### src/rtl/sram_fifo_pkg.sv
// rtl/sram_fifo_pkg.sv - shared constants and pointer helper for the SRAM-backed FIFO
// Purpose: output-buffer depth, SRAM read latency and the wrapping pointer increment.
package sram_fifo_pkg;

    localparam int unsigned OB_DEPTH        = 2;
    localparam int unsigned SRAM_RD_LATENCY = 1;

    // Advance a circular pointer; depth need not be a power of two.
    function automatic int unsigned ptr_incr(input int unsigned ptr, input int unsigned depth);
        return (ptr == depth - 1) ? 32'd0 : ptr + 32'd1;
    endfunction

endpackage

### src/rtl/sram_fifo_obuf.sv
// rtl/sram_fifo_obuf.sv - 2-entry ordered output buffer that hides SRAM read latency
// Purpose: holds SRAM read data until popped; capture appends at the tail, pop removes the head.
// Ports:
//   clk, rst      clock and synchronous active-high reset
//   cap, cap_data append cap_data this cycle
//   pop           remove the head entry this cycle
//   head          registered head entry
//   ob_cnt        number of entries held (0..2)
module sram_fifo_obuf
    import sram_fifo_pkg::*;
#(
    parameter int unsigned DATA_WIDTH = 8
) (
    input  logic                  clk,
    input  logic                  rst,
    input  logic                  cap,
    input  logic [DATA_WIDTH-1:0] cap_data,
    input  logic                  pop,
    output logic [DATA_WIDTH-1:0] head,
    output logic [1:0]            ob_cnt
);

    logic [DATA_WIDTH-1:0] entry0;
    logic [DATA_WIDTH-1:0] entry1;

    assign head = entry0;

    always_ff @(posedge clk) begin
        if (rst) begin
            entry0 <= '0;
            entry1 <= '0;
            ob_cnt <= 2'd0;
        end else begin
            case ({cap, pop})
                2'b10: begin
                    if (ob_cnt == 2'd0) entry0 <= cap_data;
                    else                entry1 <= cap_data;
                    ob_cnt <= ob_cnt + 2'd1;
                end
                2'b01: begin
                    entry0 <= entry1;
                    ob_cnt <= ob_cnt - 2'd1;
                end
                2'b11: begin
                    // Head leaves and new data lands at the tail, keeping order.
                    if (ob_cnt == 2'd1) begin
                        entry0 <= cap_data;
                    end else begin
                        entry0 <= entry1;
                        entry1 <= cap_data;
                    end
                end
                default: ;
            endcase
        end
    end

endmodule

### src/rtl/sram_fifo_ctrl.sv
// rtl/sram_fifo_ctrl.sv - FIFO controller driving an external 1R1W SRAM with 1-cycle read latency
// Purpose: push/pop valid-ready streams over an SRAM; a 2-entry output buffer gives 1 push + 1 pop per cycle.
// Ports:
//   clk, rst                          clock and synchronous active-high reset
//   in_valid, in_ready, in_data       push stream
//   out_valid, out_ready, out_data    pop stream (out_data registered)
//   count                             entries held: SRAM + in-flight read + output buffer
//   sram_wr, sram_wr_addr, sram_wr_din  SRAM write port
//   sram_rd, sram_rd_addr, sram_rd_dout SRAM read port (dout valid the cycle after sram_rd)
module sram_fifo_ctrl
    import sram_fifo_pkg::*;
#(
    parameter  int unsigned DATA_WIDTH = 8,
    parameter  int unsigned DEPTH      = 2,
    localparam int unsigned ADDR_WIDTH = $clog2(DEPTH),
    localparam int unsigned CNT_WIDTH  = $clog2(DEPTH + 3)
) (
    input  logic                  clk,
    input  logic                  rst,
    input  logic                  in_valid,
    output logic                  in_ready,
    input  logic [DATA_WIDTH-1:0] in_data,
    output logic                  out_valid,
    input  logic                  out_ready,
    output logic [DATA_WIDTH-1:0] out_data,
    output logic [CNT_WIDTH-1:0]  count,
    output logic                  sram_wr,
    output logic [ADDR_WIDTH-1:0] sram_wr_addr,
    output logic [DATA_WIDTH-1:0] sram_wr_din,
    output logic                  sram_rd,
    output logic [ADDR_WIDTH-1:0] sram_rd_addr,
    input  logic [DATA_WIDTH-1:0] sram_rd_dout
);

    logic [ADDR_WIDTH-1:0] wr_ptr;
    logic [ADDR_WIDTH-1:0] rd_ptr;
    logic [CNT_WIDTH-1:0]  sram_cnt;
    logic                  inflight;
    logic [1:0]            ob_cnt;
    logic [DATA_WIDTH-1:0] ob_head;
    logic                  push;
    logic                  pop;
    logic                  rd_issue;
    logic [2:0]            ob_pending;

    assign in_ready  = !rst && (sram_cnt < CNT_WIDTH'(DEPTH));
    assign push      = in_valid && in_ready;
    assign out_valid = !rst && (ob_cnt != 2'd0);
    assign pop       = out_valid && out_ready;

    // Issue only when the buffer will have room for the returning word,
    // counting the read already in flight and any pop this cycle.
    // Issue uses registered sram_cnt, so a word written this cycle is
    // never read in the same cycle.
    assign ob_pending = {1'b0, ob_cnt} + {2'b00, inflight};
    assign rd_issue   = !rst && (sram_cnt != '0) &&
                        (ob_pending < (3'(OB_DEPTH) + {2'b00, pop}));

    assign sram_wr      = push;
    assign sram_wr_addr = wr_ptr;
    assign sram_wr_din  = in_data;
    assign sram_rd      = rd_issue;
    assign sram_rd_addr = rd_ptr;

    assign out_data = rst ? '0 : ob_head;
    assign count    = rst ? '0 : (sram_cnt + CNT_WIDTH'(inflight) + CNT_WIDTH'(ob_cnt));

    always_ff @(posedge clk) begin
        if (rst) begin
            wr_ptr   <= '0;
            rd_ptr   <= '0;
            sram_cnt <= '0;
            inflight <= 1'b0;
        end else begin
            if (push)     wr_ptr <= ADDR_WIDTH'(ptr_incr(32'(wr_ptr), DEPTH));
            if (rd_issue) rd_ptr <= ADDR_WIDTH'(ptr_incr(32'(rd_ptr), DEPTH));
            sram_cnt <= sram_cnt + CNT_WIDTH'(push) - CNT_WIDTH'(rd_issue);
            // Read data returns SRAM_RD_LATENCY (one) cycle after issue.
            inflight <= rd_issue;
        end
    end

    // A read in flight during reset is dropped: inflight is forced low
    // while rst is high, and the buffer itself is cleared.
    sram_fifo_obuf #(
        .DATA_WIDTH(DATA_WIDTH)
    ) u_obuf (
        .clk      (clk),
        .rst      (rst),
        .cap      (inflight && !rst),
        .cap_data (sram_rd_dout),
        .pop      (pop),
        .head     (ob_head),
        .ob_cnt   (ob_cnt)
    );

endmodule

### config.mk
export PLATFORM = sky130hd
export DESIGN_NAME = sram_fifo_ctrl
export DESIGN_NICKNAME = d
export VERILOG_FILES = /design/src/rtl/sram_fifo_pkg.sv /design/src/rtl/sram_fifo_obuf.sv /design/src/rtl/sram_fifo_ctrl.sv
export SDC_FILE = /design/constraint.sdc
export NUM_CORES = 1
export LEC_CHECK = 0
export CAP_MARGIN = 20
export CORE_MARGIN = 3
export CORE_UTILIZATION = 45
export DETAILED_ROUTE_END_ITERATION = 12
export PLACE_DENSITY = 0.77
export SYNTH_ARGS = -nofsm -noshare
export SYNTH_HDL_FRONTEND = slang
export SYNTH_HIERARCHICAL = 1
export SYNTH_SLANG_ARGS = --single-unit
### constraint.sdc
create_clock -name clk -period 3.1 [get_ports clk]
set_input_delay 0.62 -clock clk [delete_from_list [all_inputs] [get_ports clk]]
set_output_delay 0.62 -clock clk [all_outputs]
set_load 0.05 [all_outputs]
==> results.toml <==
[run_status]
status = "completed"

[floorplanning]
rows = 20
dieHeight_um = 63.7
dieArea_sq_um = 4060
start_util_pct = 48.3
ios = 45
coreArea_sq_um = 3100
fp.dieW_um = 63.7

[power_and_ir_drop]
power_density_nw_per_um2 = 862
p_leak_nw = 0.739
intPower_uw = 974
peakVddDrop_v = 0.000308
combinationalPowerShare_pct = 59.2
p_clk_share_pct = 13.5
p_total_mw = 1.68
power.switching_uw = 704
swShare_pct = 42.0
seqPwrFrac_pct = 27.3

[synth]
avgSynthCellArea_sq_um = 8.61
synth_cell_types = 32
ys_ff_latch = 24
yosysSeqAreaShare_pct = 32.1
synthCells = 174
synth_nets = 207
yosys_warnings = 6
syn_area_sq_um = 1500

[clocking]
cts_sinks = 24
path_clk_slew_ns = 0.14
clk_path_buf_depth = 2
htreeDepth = 1
cts_tree = "built"
ctsHoldBuffers = 0
ctsResizeCount = 0
root_buffer = "clkbuf_4"
cts-buffers-inserted = 3
post_cts_buffers = 0
worstSkewPairLatency_ns = 0.32

[global_route]
grt_usage_pct = 17.2
grt_use_met2_pct = 31.3
gr-total-overflow = 0
busiest_layer = "met2"
grtUsageMet3_pct = 5.17
grt_pass1_vias = 1233
grt_first_pass_wirelength_um = 5720
antenna_found_initial = 0
grt_use_met1_pct = 20.6
grt_max_degree = 26

[min_path]
hp-class = "flip-flop to flip-flop"

[setup_path]
worstRegToRegCells = 11
crit_fanout = 6
rr_endpoint = "sram_cnt[2]"
reg2reg_from = "u_obuf/ob_cnt[0]"
worstSetupStartpointType = "flip-flop"
crit_type = "flip-flop to output pin"
crit_required_ns = 2.48
arrival_ns = 2.19
endpoint_kind = "output pin"
reg2reg_slack_ns = 0.33
startpoint = "u_obuf/ob_cnt[0]"
crit_end = "sram_rd"

[cells_and_area]
area_growth_pct = 29.9
layout_commonest_cell = "dfxtp_1"
drive_above_1_share_pct = 15.3
layout_common_cells = "dfxtp_1, a21oi_1, nor2b_1, buf_12, clkdlybuf4s50_1"
num_antenna_cells = 0
final_nets = 223
finalCoreUtilization_pct = 62.7

[timing]
slew_viol_final = 0
worstMarginPinSlew_ns = 0.566
fin_tns_setup_ns = 0
rsz0062_at_grt = "false"
fmax_mhz = 356
finalSetupViolCount = 0
finalCriticalPeriod_ns = 2.81
hold_viol_final = 0
whs_ns = 0.480
relSlewSlack_pct = 62.2
skew_ns = 0.00950
fin_crit_sh_pct = 90.7
layout_setup_ws_ns = 0.287

[drt]
ant_nets = 0
finalWirelength_um = 3270
drtIter0Drc = 73
routedWlPerCell_um = 14.0
first_pass_iters = 4
vias = 1288
via_per_inst = 5.53
drc = 0

[place]
io_buffers = 28
place_ws_ns = 0.0878
gp_congestion = 0.855
hpwl_um = 2680

[run]
maxCapViolations = 0
## final cells by class
cell class              count  area (sq um)
multi-input cells         116           846
clock inverters             1          30.0
fillers                   278          1160
repair buffers             33           468
inverters                  12          45.0
flip-flops and latches     24           480
well taps                  44          55.1
clock buffers               3          22.5
## metrics by stage
step,area [sq um],instances
after global routing,1950,233
after detailed placement,1890,229
after CTS,1950,233
after floorplan,1500,174
after global placement,1890,229
final,1950,233
## metal layers
layer  vias to the layer above  part of all wire, %
li1                        628                    -
met1                       606                   42
met2                        52                   51
met3                         2                  7.4
met4                         0                 0.24
met5                         -                    0
## cell families after synthesis
| logic type | Yosys count | share of synthesized area (%) |
|---|---|---|
| muxes | 1 | 0.668 |
| DFF | 24 | 32.1 |
| adders and majority gates | 13 | 12.4 |
| and+or+nand+nor | 44 | 15.9 |
| xor gates and xnor gates | 5 | 2.92 |
| AOI/OAI and AO/OA | 53 | 24.5 |
| buffers and inverters | 34 | 11.5 |
## sequential cells by signal (all words and copies together) (netlist names)
register / cells
sram_wr_addr: 1
u_obuf/ob_cnt: 2
inflight: 1
sram_rd_addr: 1
u_obuf/head: 8
u_obuf/entry1: 8
sram_cnt: 3
## power by group through the flow
| stage | Clock (mW) | Combinational, mW | Sequential (mW) |
|---|---|---|---|
| after floorplan | 0 | 0.654 | 0.481 |
| after global placement | 0 | 0.969 | 0.460 |
| after detailed placement | 0 | 1.00 | 0.466 |
| after CTS | 0.238 | 0.999 | 0.459 |
| after global routing | 0.243 | 1.08 | 0.472 |
| final | 0.227 | 0.993 | 0.459 |
## synth_stat cells, drive strengths merged
| library cell | n | share of area [%] |
|---|---|---|
| a2111oi | 1 | 1.0 |
| fa | 3 | 4.0 |
| xor2 | 4 | 2.3 |
| buf | 15 | 6.8 |
| nor3 | 1 | 0.33 |
| inv | 12 | 3.0 |
| a21boi | 2 | 1.3 |
| nand2 | 3 | 0.75 |
| clkbuf | 7 | 1.8 |
| xnor2 | 1 | 0.58 |
| o21ba | 1 | 0.67 |
| and2 | 4 | 1.8 |
| o211ai | 8 | 4.0 |
| dfxtp | 24 | 32 |
| mux2i | 1 | 0.67 |
| or3 | 1 | 0.42 |
| ha | 10 | 8.3 |
| o21ai | 8 | 2.7 |
| nor2b | 15 | 6.3 |
| o31ai | 8 | 4.0 |
| a311oi | 8 | 5.1 |
| nor2 | 8 | 2.0 |
| a21oi | 16 | 5.3 |
| nand2b | 4 | 1.7 |
| nand3 | 8 | 2.7 |
| a211oi | 1 | 0.50 |
## how the worst min path moves through the flow
| stage | from | endpoint | slack [ns] | cells after the start |
|---|---|---|---|---|
| finish | u_obuf/entry1[2] | u_obuf/entry1[2] | 0.48 | 2 |
| global route | u_obuf/entry1[7] | u_obuf/entry1[7] | 0.51 | 2 |
| CTS | u_obuf/entry1[2] | u_obuf/entry1[2] | 0.48 | 2 |
| detailed placement | u_obuf/entry1[2] | u_obuf/entry1[2] | 0.46 | 2 |
| global placement | sram_rd_addr | sram_rd_addr | 0.45 | 1 |
| floorplan | u_obuf/entry1[0] | u_obuf/entry1[0] | 0.44 | 2 |
## critical path, cell delays in order, from the launching register on
cell and delay (ns):
dfxtp_1 0.49, ha_1 0.21, ha_1 0.27, a2111oi_2 0.35, a21boi_2 0.26, buf_4 0.16
buf_12 0.13
No activity file was read; power rests on OpenSTA's default activity.
